`src/rtl/mux_nx1_seq.sv`:
```
// mux_nx1_seq: N:1 data selector with registered output and valid/ready
// handshake, for the FFT datapath.
// Manual mode forwards one selected channel per input beat; auto mode
// latches the whole bundle and emits it one channel per output beat,
// channel 0 first.
// Optional feature: define MUX_SEQ_LAST_EN to add the out_last port, which
// marks the final beat of a bundle (every beat in manual mode).
module mux_nx1_seq #(
    parameter int data_width = 16,
    parameter int num_ch     = 4,
    parameter int sel_width  = $clog2(num_ch)
) (
    input  logic                         clk,
    input  logic                         rst_n,
    input  logic [num_ch*data_width-1:0] in_data,
    input  logic                         in_valid,
    output logic                         in_ready,
    input  logic                         mode,
    input  logic [sel_width-1:0]         sel,
    output logic [data_width-1:0]        out_data,
    output logic                         out_valid,
    input  logic                         out_ready,
`ifdef MUX_SEQ_LAST_EN
    output logic                         out_last,
`endif
    output logic [sel_width-1:0]         ch_idx
);

    typedef enum logic [1:0] {
        IDLE = 2'd0,
        MAN  = 2'd1,
        SER  = 2'd2
    } state_t;

    localparam logic [sel_width-1:0] LAST_IDX = sel_width'(num_ch - 1);

    state_t                         state;
    logic [num_ch*data_width-1:0]   bundle;
    logic [sel_width-1:0]           cnt;
    logic [sel_width-1:0]           nxt_idx;
    logic [data_width-1:0]          man_data;
    logic [data_width-1:0]          ser_data;
    logic                           accept;
    logic                           xfer;

    assign accept  = in_valid & in_ready;
    assign xfer    = out_valid & out_ready;
    assign nxt_idx = cnt + 1'b1;

    // Ready depends on state: manual mode gets full throughput, auto mode
    // only takes a new bundle as the last channel of the current one leaves.
    always_comb begin
        in_ready = 1'b0;
        case (state)
            IDLE:    in_ready = 1'b1;
            MAN:     in_ready = ~out_valid | out_ready;
            SER:     in_ready = (cnt == LAST_IDX) & out_ready;
            default: in_ready = 1'b0;
        endcase
    end

    // Manual channel select; an out-of-range sel matches no channel and yields zero.
    always_comb begin
        man_data = '0;
        for (int k = 0; k < num_ch; k++) begin
            if (sel == sel_width'(k)) begin
                man_data = in_data[k*data_width +: data_width];
            end
        end
    end

    // Next channel of the latched bundle for the serialiser.
    always_comb begin
        ser_data = '0;
        for (int k = 0; k < num_ch; k++) begin
            if (nxt_idx == sel_width'(k)) begin
                ser_data = bundle[k*data_width +: data_width];
            end
        end
    end

    // Control FSM with registered output stage; an accept always wins over
    // a plain transfer so back-to-back beats and bundles never bubble.
    always_ff @(posedge clk) begin
        if (!rst_n) begin
            state     <= IDLE;
            bundle    <= '0;
            cnt       <= '0;
            out_data  <= '0;
            out_valid <= 1'b0;
            ch_idx    <= '0;
`ifdef MUX_SEQ_LAST_EN
            out_last  <= 1'b0;
`endif
        end else if (accept) begin
            out_valid <= 1'b1;
            if (!mode) begin
                state    <= MAN;
                out_data <= man_data;
                ch_idx   <= sel;
`ifdef MUX_SEQ_LAST_EN
                out_last <= 1'b1;
`endif
            end else begin
                state    <= SER;
                bundle   <= in_data;
                cnt      <= '0;
                out_data <= in_data[data_width-1:0];
                ch_idx   <= '0;
`ifdef MUX_SEQ_LAST_EN
                out_last <= 1'b0;
`endif
            end
        end else if (xfer) begin
            if (state == SER && cnt != LAST_IDX) begin
                cnt      <= nxt_idx;
                out_data <= ser_data;
                ch_idx   <= nxt_idx;
`ifdef MUX_SEQ_LAST_EN
                out_last <= (nxt_idx == LAST_IDX);
`endif
            end else begin
                state     <= IDLE;
                out_valid <= 1'b0;
            end
        end
    end

endmodule

```
`config.mk`:
```
export PLATFORM = sky130hd
export DESIGN_NAME = mux_nx1_seq
export DESIGN_NICKNAME = d
export VERILOG_FILES = /design/src/rtl/mux_nx1_seq.sv
export SDC_FILE = /design/constraint.sdc
export NUM_CORES = 1
export LEC_CHECK = 0
export BUFFER_PORTS_ARGS = -buffer_cell sky130_fd_sc_hd__buf_2
export CORE_ASPECT_RATIO = 1.75
export CORE_MARGIN = 10
export CORE_UTILIZATION = 58
export CTS_CLUSTER_SIZE = 28
export DETAILED_ROUTE_END_ITERATION = 6
export GPL_ROUTABILITY_DRIVEN = 0
export GPL_TIMING_DRIVEN = 1
export MAX_ROUTING_LAYER = met4
export PLACE_DENSITY_LB_ADDON = 0.15
export SYNTH_ARGS = -nofsm -noshare
export SYNTH_HDL_FRONTEND = slang
export SYNTH_SLANG_ARGS = --single-unit
```
`constraint.sdc`:
```
create_clock -name clk -period 4.7 [get_ports clk]
set_input_delay 0.94 -clock clk [delete_from_list [all_inputs] [get_ports clk]]
set_output_delay 0.94 -clock clk [all_outputs]
set_load 0.05 [all_outputs]
```
After elaboration in Yosys (flattened, before gate mapping):

Cells that the tools add are included.

* input bits: 71
* ROM bits: 0
* RAM bits: 0
* bits in latches: 0
* output and inout port bits: 20
* memories kept: 0
* register bits: 87

* div/mod/pow operators: 0
* bitwise logic cells: 5
* $lt $le $gt $ge: 0
* $add $sub $neg: 1
* shifts and indexed selects: 0
* multiplexer cells: 26
* reduce and logical (&&, ||, !) cells: 10
* $mul: 0
* equal/unequal tests: 12

Operators with widths (number)
* $mux 16: 12
* $mux 2: 10
* $eq 2x2->1 const B: 6
* $eq 2x1->1 const B: 3
* $logic_not 2->1: 3
* $ne 2x2->1 const B: 3
* $reduce_and 2->1: 3
* $reduce_bool 2->1: 2
* $and 1x1->1: 3
* $mux 1: 3
* $pmux 1 s3: 1
* $reduce_and 3->1: 1
* $add 2x1->2 const B: 1
* $logic_and 1x1->1: 1
* $not 1->1: 1
* $or 1x1->1: 1

Logic depth before layout (Yosys ltp):

Gate-level depths: netlist (run 1).

* depth in word-level cells: 9
* depth in mapped cells: 8
* depth with buffers taken out: 7

Worst setup path before layout (run 1):

No wires, ideal clock.

* kind: input to output
* start: in out_ready
* end: out in_ready
* path slack: 1.966 ns
* data arrival time: 1.794 ns
* data required time: 3.760 ns
* stages on the path: 3
* cells stage by stage: nor2b_2 -> o21a_1 -> nor2_1

* word-level cells in the longest chain between the ends: 2
* elaborated cells on any way between the ends: 3
* those cells by class: mux: 1; bitwise: 2

RTL lines
* start: declaration: RTL line 22 `input logic out_ready,`
* $and 1x1->1 / $or 1x1->1 (equally long branches): RTL line 57, 56
* $pmux 1 s3 (*): RTL line 54 `case (state)`
* end: declaration: RTL line 17 `output logic in_ready,`

Mark *: on every way between the ends. The rest lies on a longest branch, timed or not.

Worst setup path after layout (run 1):

* start: reg cnt[0]
* end: reg out_data[3]

* word-level cells in the longest chain between the ends: 9
* elaborated cells on any way between the ends: 21
* those cells by class: add/sub: 1; eq/ne: 5; mux: 8; bitwise: 2; reduce/logical: 5

RTL lines
* start: declaration: RTL line 39 `logic [sel_width-1:0] cnt;`
* start signal: assignment: RTL line 116 `cnt <= nxt_idx;`
* $add 2x1->2: RTL line 48 `assign nxt_idx = cnt + 1'b1;`
* $logic_not 2->1: RTL line 76 `if (nxt_idx == sel_width'(k)) begin`
* $mux 16 (4 in a row): RTL line 76
* $mux 16: RTL line 115 `if (state == SER && cnt != LAST_IDX) begin`
* $mux 16: RTL line 114 `end else if (xfer) begin`
* $mux 16: RTL line 95 `end else if (accept) begin`
* end signal: assignment: RTL line 99 `out_data <= man_data;`
* end signal: assignment: RTL line 108 `out_data <= in_data[data_width-1:0];`
* end signal: assignment: RTL line 117 `out_data <= ser_data;`
* end: declaration: RTL line 20 `output logic [data_width-1:0] out_data,`

Parallel ways exist; a longest one is shown, timed or not. The select of a mux whose other input is x is not followed.
A chain may end at the register's enable or synchronous reset.

==> metrics.txt, run 1 <==
CP max-delay cell=ha_1; clk sinks=87; met2 Use GR=36.0%; R2R Setup Slk=1470 ps; max frequency=310 MHz; Cell Rows=42; clock network fraction of total power=38.1%; Pins Over Slew Limit=0; r2r startpoint=cnt[0]; num ports=91; Seq pwr share=42.4%; ys flop type=dfxtp_1; Yosys reg bits=87; nets@finish=687; share of post-route cells with drive strength above 1=19.4%; hold path cells=2; starting DRC count in detailed routing=389; # resized after CTS=0; warning count from the yosys run=0; largest net degree at the start of global routing=65; sequential share of the synthesized area=38.5%; Synth top area share=38.5%; most frequent CP cell=buf_4; Async S/R FF share, synth=0%; setup_tns=0 ps; vias per inst=5.91; Worst EP required=4960 ps; CP max FO=38; total number of vias=4166; routed wire length=12700 µm; crit-path cells=ha_1, a21boi_2, o32ai_4, buf_4, and2_2, buf_4, nand2_1, a21oi_1; hold path startpoint=bundle[36]; Pwr per Cell Area=375 nW/µm²; max cap viols=0; width of the die=86.8 µm; detailed-route DRC error count=0; non-filler cells, final=705; Worst R2R Path Depth=8; Sw Pwr=0.574 mW; Slew @ Worst Pin=1060 ps; status=finished clean; CTS tree=yes; Setup Buffers After CTS=0; top-count cell post-synth=nand2_1; Post-Syn Nets=622; Antenna diodes=0; peak supply drop=0.281 mV; Initial Utilization=59.8%; CTS Buf Count=9; core area=7570 µm²; die extent in y=137 µm; total gr overflow=0; M1 GR Usage=25.8%; clock skew=6.79 ps; Initial DRT Pass Iterations=4; internal cell power=1.38 mW; Sw Share=29.3%; dpl cell area=4890 µm²; WL/cell=18.0 µm; DP HPWL=8640 µm; final hold vios=0; WS Path Type=reg -> reg; clock-pin slew on the worst setup and hold paths=60 ps; GRT Max-Usage Layer=met2; CP arrival=3490 ps; global-route wire length before repair=20500 µm; WHS Endpoint=bundle[36]; Final Setup Violations=0; Setup crit end kind=register; Post-Syn Area=4520 µm²; post-synth top area cell=dfxtp_1; total die area=11900 µm²; crit path launch type=register; reg2reg end=out_data[3]; P_leak=2.13 nW; syn avg cell area=8.27 µm²; clock buffer depth=2; Design Area, Final=5210 µm²; Post-synth EDFFs=0; Area contributors post-synth=dfxtp_1 39%, nand2_1 12%, mux2i_1 11%; H-tree levels=3; slowest stage delay, CP=760 ps; Port Buffers=90; global-route met3 utilization=3.10%; CTS root buf=clkbuf_16; area grow syn2layout=15.3%; initial antenna violation count=0; hold bufs inserted after CTS=0; RSZ-0062 raised after global routing=no; post-synth cell types=33; worst skew pair latency=340 ps; max_slew headroom=29.0%; post-route clock period utilization=68.7%; Comb power frac=19.5%; Cells after Synth=547; commonest cells in the netlist=147 x nand2_1, 87 x dfxtp_1, 64 x a21boi_1; vias in the first global route=4191; GR Util All Layers=21.9%; Antenna Nets Post-Route=0; Hold Path Class=reg -> reg; Placed Cells incl. Taps=689; fin crit period=3230 ps
==> cells in the final DEF, fill, tap and decap left out, drive strengths merged <==
cell type / n
o31a: 1
nand2b: 20
o21ai: 35
nor2: 7
nand3: 1
nand3b: 18
dfxtp: 87
bufinv: 1
inv: 4
clkbuf: 12
nand2: 148
nor2b: 4
o21a: 1
o221ai: 16
buf: 97
or2: 1
nand4: 1
o32ai: 1
clkinv: 3
a221oi: 1
a21boi: 67
a31oi: 17
mux2i: 48
and4: 1
ha: 4
a21oi: 20
and2: 1
==> area by class of cell <==
cell class / count / area, µm²
clock buffers: 12 / 267
clock inverters: 4 / 52.6
fillers: 664 / 2350
inverters: 4 / 15.0
multi-input cells: 413 / 2520
flip-flops and latches: 87 / 1740
well taps: 88 / 110
repair buffers: 97 / 503
==> flip-flops by register name, summed over array words and instances, names as in the netlist <==
name / flops
cnt: 2
state: 2
out_data: 16
ch_idx: 2
out_valid: 1
bundle: 64
==> power groups by stage <==
stage	Clock [mW]	Combinational (mW)	Sequential, mW
6_report	0.746	0.382	0.829
5_1_grt	0.780	0.418	0.834
4_1_cts	0.752	0.383	0.828
3_5_place_dp	0	0.380	0.844
3_3_place_gp	0	0.373	0.842
2_1_floorplan	0	0.214	0.907
==> worst max-delay path by stage <==
stage                     slack (ps)  startpoint  cells past startpoint      endpoint
final                           1470      cnt[0]                      8   out_data[3]
after global routing            1290      cnt[0]                      8   out_data[3]
after CTS                       1540      cnt[0]                      8   out_data[3]
after detailed placement        1570      cnt[0]                      8     bundle[2]
after global placement          1690      cnt[0]                      8  out_data[13]
after floorplan                 1970   out_ready                      3      in_ready
==> per-layer routing <==
metal / up-vias / share of wire [%]
li1: 2027 / -
met1: 1977 / 41
met2: 139 / 50
met3: 23 / 6.5
met4: 0 / 2.5
met5: - / 0
==> cell families (layout without fill, tap and decap cells) <==
family,count (synthesis),in the layout,share of synthesized area (%)
mux,48,48,10.6
simple gates,202,202,20.2
fa+ha+maj,4,4,1.11
buf+inv,47,117,5.70
compound gates,159,159,23.9
flops,87,87,38.5
==> metrics by stage <==
stage | setup WS [ps] | power [mW] | hold WS, ps | utilization (%)
2_1_floorplan | 1970 | 1.12 | 430 | -
3_3_place_gp | 1690 | 1.22 | 435 | 64.7
3_5_place_dp | 1570 | 1.22 | 440 | 64.7
4_1_cts | 1540 | 1.96 | 447 | 68.9
5_1_grt | 1290 | 2.03 | 466 | 68.9
6_report | 1470 | 1.96 | 447 | 68.9
==> critical path: cells and delay by family (launching register included) <==
kind	cells	cell delay, ps
buffers and inverters	2	770
adders and majority gates	1	760
and+or+nand+nor	2	690
AOI/OAI and AO/OA	3	490
DFF	1	410
(Power assumes the default switching activity.)
==> run 2: changes to the inputs <==
--- a/config.mk
+++ b/config.mk
@@ -5,10 +5,11 @@
 export SDC_FILE = /design/constraint.sdc
 export NUM_CORES = 1
 export LEC_CHECK = 0
+export ABC_AREA = 1
 export BUFFER_PORTS_ARGS = -buffer_cell sky130_fd_sc_hd__buf_2
 export CORE_ASPECT_RATIO = 1.75
 export CORE_MARGIN = 10
-export CORE_UTILIZATION = 58
+export CORE_UTILIZATION = 55
 export CTS_CLUSTER_SIZE = 28
 export DETAILED_ROUTE_END_ITERATION = 6
 export GPL_ROUTABILITY_DRIVEN = 0
==> constraint.sdc (replaced) <==
create_clock -name clk -period 3.3 [get_ports clk]
set_input_delay 0.66 -clock clk [delete_from_list [all_inputs] [get_ports clk]]
set_output_delay 0.66 -clock clk [all_outputs]
set_load 0.05 [all_outputs]
==> run 2 against run 1 <==
Non-clock buffer count up 2; synthesized area up 2.4%; combinational power up 33%; clock power up 29%; critical path type is now reg -> out; largest cell class unchanged.
==> metrics.txt, run 2 <==
WL/cell=17.1 µm; Initial Utilization=56.1%; hold bufs inserted after CTS=0; Cell Rows=44; core area=8260 µm²; vias per inst=5.80; commonest non-fill, non-tap cells in the layout=165 x nand2_1, 92 x o21ai_0, 90 x buf_2; area grow syn2layout=13.6%; crit path launch type=register; delay-heaviest family, CP=flip-flops; slowest stage delay, CP=410 ps; CP max FO=19; # resized after CTS=0; CP arrival=1710 ps; warning count from the yosys run=0; Pins Over Slew Limit=0; most common cell after layout, fill and taps aside=nand2_1; crit-path cells=ha_1, inv_2, nand2_2, nand3_2, nand2_4, buf_2; Cells after Synth=693; Initial DRT Pass Iterations=5; vias in the first global route=4711; detailed-route DRC error count=0; Setup crit end kind=output pin; CP max-delay cell=dfxtp_1; clock-pin slew on the worst setup and hold paths=60 ps; Slew @ Worst Pin=804 ps; Final Setup Violations=0; top-count cell post-synth=nand2_1; post-route clock period utilization=72.0%; Worst EP required=2640 ps; Synth top area share=37.6%; Antenna Nets Post-Route=0; Hold Path Class=reg -> reg; total gr overflow=0; sequential share of the synthesized area=37.6%; initial antenna violation count=0; fin crit period=2370 ps; largest net degree at the start of global routing=61; biggest regs=bundle: 64 flops, out_data: 16 flops; max frequency=421 MHz; Area contributors post-synth=dfxtp_1 38%, nand2_1 13%, o21ai_0 9.9%; DP HPWL=9890 µm; Setup Buffers After CTS=0; Pwr per Cell Area=500 nW/µm²; global-route wire length before repair=23500 µm; post-synth cell types=26; post-synth top area cell=dfxtp_1; peak supply drop=0.354 mV; P_leak=2.38 nW; fin util=63.7%; final hold vios=0; starting DRC count in detailed routing=466; total die area=12600 µm²; die extent in y=141 µm; clock skew=5.24 ps; Largest register FFs=64; worst skew pair latency=340 ps; Antenna diodes=0; WP buf/inv=2; H-tree levels=3; clk sinks=87; status=finished clean; commonest cells in the netlist=165 x nand2_1, 92 x o21ai_0, 87 x dfxtp_1; total number of vias=4920; Post-Syn Area=4630 µm²; ys flop type=dfxtp_1; CTS tree=yes; WS Path Type=reg -> out; max_slew headroom=46.3%; syn avg cell area=6.68 µm²; share of post-route cells with drive strength above 1=19.6%; width of the die=89.4 µm; Port Buffers=90; routed wire length=14500 µm; Yosys reg bits=87; Post-Syn Nets=768; CTS root buf=clkbuf_16; clock buffer depth=2; setup_tns=0 ps; nets@finish=827; num ports=91; Async S/R FF share, synth=0%; Post-synth EDFFs=0; Largest Register=bundle; CTS Buf Count=9; RSZ-0062 raised after global routing=no; GR Util All Layers=24.1%; max cap viols=0
run 2: cell types whose count changed in the layout (fill, tap and decap cells not counted), moves of 48 or more:
cell,before,now
mux2i_1,48,0
a21oi_1,20,81
o21ai_0,35,92
nand3_1,1,58
a21boi_1,64,0
inv_1,4,61
run 2: through the flow:
step                hold WS (ps)  instance area [µm²]  cells  power [mW]  worst slack [ps]
finish                       446                 5260    849        2.63               925
global route                 464                 5260    849        2.75               781
CTS                          448                 5260    849        2.63               922
detailed placement           439                 4980    833        1.69               836
global placement             431                 4980    833        1.67               939
floorplan                    424                 4630    693        1.54              1450
run 2: area by class of cell:
cell class                      instances  area (µm²)
Clock buffer                           13         260
Clock inverter                          3        17.5
Fill cell                             805        3000
Inverter                               63         236
Multi-Input combinational cell        492        2360
Sequential cell                        87        1740
Tap cell                               92         115
Timing Repair Buffer                   99         531
run 2: path summary, 6_finish.rpt:
| check | slack [ps] | from | endpoint | cells past startpoint |
|---|---|---|---|---|
| worst min-delay path | 450 | bundle[46] | bundle[46] | 2 |
| worst max-delay path | 930 | cnt[0] | in_ready | 6 |
| worst max register to register | 980 | cnt[0] | bundle[27] | 9 |
| worst min register to register | 450 | bundle[46] | bundle[46] | 2 |
run 2: logic make-up (layout without fill, tap and decap cells):
group	count (synthesis)	after routing	synth area share [%]
AO/OA/AOI/OAI	185	185	20.6
adder cells (fa/ha/maj)	4	4	1.08
buffers and inverters	114	178	11.4
flip-flops	87	87	37.6
AND/OR/NAND/NOR	303	303	29.3
run 2: layer usage:
metal	up-vias	GRT usage, %	share of wire (%)
met3	46	4.64	7.3
met4	0	9.43	2.6
met2	231	38.6	49
met5	-	-	0
met1	2254	28.8	42
li1	2389	-	-
run 2: where the power goes:
group          total (mW)  internal, mW  switching (mW)
sequential           1.16          1.13          0.0326
clock               0.964         0.549           0.414
combinational       0.508         0.157           0.352
total                2.63          1.83           0.799
run 2: worst register-to-register path: cells and delay by family, from the launching register on:
| kind | cells | cell delay [ps] |
|---|---|---|
| simple gates | 4 | 850 |
| flops | 1 | 410 |
| compound gates | 2 | 260 |
| buf+inv | 2 | 460 |
| fa+ha+maj | 1 | 220 |
==> run 3: changes to the inputs <==
==> constraint.sdc (replaced) <==
create_clock -name clk -period 2.3 [get_ports clk]
set_input_delay 0.46 -clock clk [delete_from_list [all_inputs] [get_ports clk]]
set_output_delay 0.46 -clock clk [all_outputs]
set_load 0.05 [all_outputs]
==> run 3 against run 2 <==
Via count fell by 0.83%; final area rose by 0.74%; power rose by 42%; worst hold slack got worse by 46 ps; critical path depth did not move; non-clock buffer count rose by 6; core utilization rose by 0.47 points; combinational power rose by 46%; count of clock-buffer cells in the layout rose by 1; die area did not move; critical endpoint unchanged; largest cell class unchanged; highest routed layer unchanged.
==> metrics.txt, run 3 (synthesized netlist as in run 2, its figures left out) <==
status=finished clean; width of the die=89.4 µm; GR Util All Layers=23.6%; clock-pin slew on the worst setup and hold paths=60 ps; R2R Setup Slk=200 ps; clk sinks=87; setup_tns=0 ps; total die area=12600 µm²; starting DRC count in detailed routing=512; WP buf/inv=2; Antenna diodes=0; WL/cell=16.9 µm; Fill cells=797; peak supply drop=0.492 mV; max cap viols=0; WS Path Type=reg -> out; final hold vios=0; share of post-route cells with drive strength above 1=19.8%; Comb power frac=19.9%; Tot Pwr=3.73 mW; largest net degree at the start of global routing=94; hold bufs inserted after CTS=0; Cell Rows=44; area grow syn2layout=14.5%; routed wire length=14400 µm; Largest Register=bundle; CP arrival=1760 ps; Worst EP required=1840 ps; Initial DRT Pass Iterations=5; Initial Utilization=56.1%; slowest stage delay, CP=400 ps; total gr overflow=0; Final Setup Violations=0; Hold Path Class=in -> reg; Setup Buffers After CTS=0; clock network fraction of total power=35.4%; Slew @ Worst Pin=834 ps; P_leak=2.41 nW; initial antenna violation count=0; DP HPWL=9830 µm; Pins Over Slew Limit=0; clock skew=5.73 ps; Setup crit end kind=output pin; internal cell power=2.61 mW; fin crit period=2220 ps; Sw Pwr=1.12 mW; CTS root buf=clkbuf_16; nets@finish=833; num ports=91; post-route clock period utilization=96.4%; biggest regs=bundle: 64 flops, out_data: 16 flops; Pwr per Cell Area=703 nW/µm²; vias in the first global route=4684; vias per inst=5.71; H-tree levels=3; crit path launch type=register; detailed-route DRC error count=0; clock buffer depth=2; Largest register FFs=64; Sw Share=30.0%; max_slew headroom=44.3%; Port Buffers=90; Antenna Nets Post-Route=0; worst hold slack=400 ps; total number of vias=4879; die extent in y=141 µm; most common cell after layout, fill and taps aside=nand2_1; crit-path cells=ha_1, inv_2, nand2_2, nand3_2, nand2_4, buf_2; delay-heaviest family, CP=flip-flops; global-route wire length before repair=22900 µm; core area=8260 µm²; CTS Buf Count=9; Seq pwr share=44.7%; max frequency=451 MHz; commonest non-fill, non-tap cells in the layout=165 x nand2_1, 92 x o21ai_0, 90 x buf_2; CP max FO=19; CTS tree=yes; # resized after CTS=0; CP max-delay cell=dfxtp_1; worst skew pair latency=340 ps; RSZ-0062 raised after global routing=no
## run 3: power groups by stage
stage	Clock [mW]	Combinational, mW	Sequential, mW
2_1_floorplan	0	0.411	1.80
3_3_place_gp	0	0.723	1.69
3_5_place_dp	0	0.735	1.70
4_1_cts	1.33	0.738	1.67
5_1_grt	1.40	0.821	1.68
6_report	1.32	0.742	1.67
## run 3: layout make-up
class / count / area (µm²) / share of cell area (%)
multi-input cells: 492 / 2360 / 44.5
clock buffers: 14 / 254 / 4.79
repair buffers: 105 / 588 / 11.1
flip-flops and latches: 87 / 1740 / 32.9
inverters: 63 / 236 / 4.46
well taps: 92 / 115 / 2.17
clock inverters: 1 / 5.00 / 0.0944
## run 3: final timing paths
path                                   from    endpoint  cells past startpoint
worst min-delay path            in_data[22]  bundle[22]                      3
worst max-delay path                 cnt[0]    in_ready                      6
worst min register to register   bundle[46]  bundle[46]                      2
worst max register to register       cnt[0]  bundle[56]                      9
## run 3: layer usage
layer	vias up	part of all wire, %	track usage, %
li1	2409	-	-
met2	224	48	37.5
met3	20	8.5	5.16
met1	2226	42	29.1
met5	-	0	-
met4	0	1.4	6.73
## run 3: worst reg2reg max path, stage by stage (launching register included)
cell and delay (ps):
dfxtp_1 400, ha_1 230, inv_2 60, nand2_2 70, nand3_2 90, nand2_4 230
nand3_4 270, buf_12 320, o21ai_0 250, a21oi_1 60
## run 3: per-stage QoR
step           worst slack, ps  utilization [%]  std cells  instance area, µm²
2_1_floorplan              660                -        693                4630
4_1_cts                   97.7             64.2        854                5300
6_report                  83.3             64.2        854                5300
5_1_grt                   8.70             64.2        854                5300
3_3_place_gp               364             61.0        839                5040
3_5_place_dp               272             61.0        839                5040
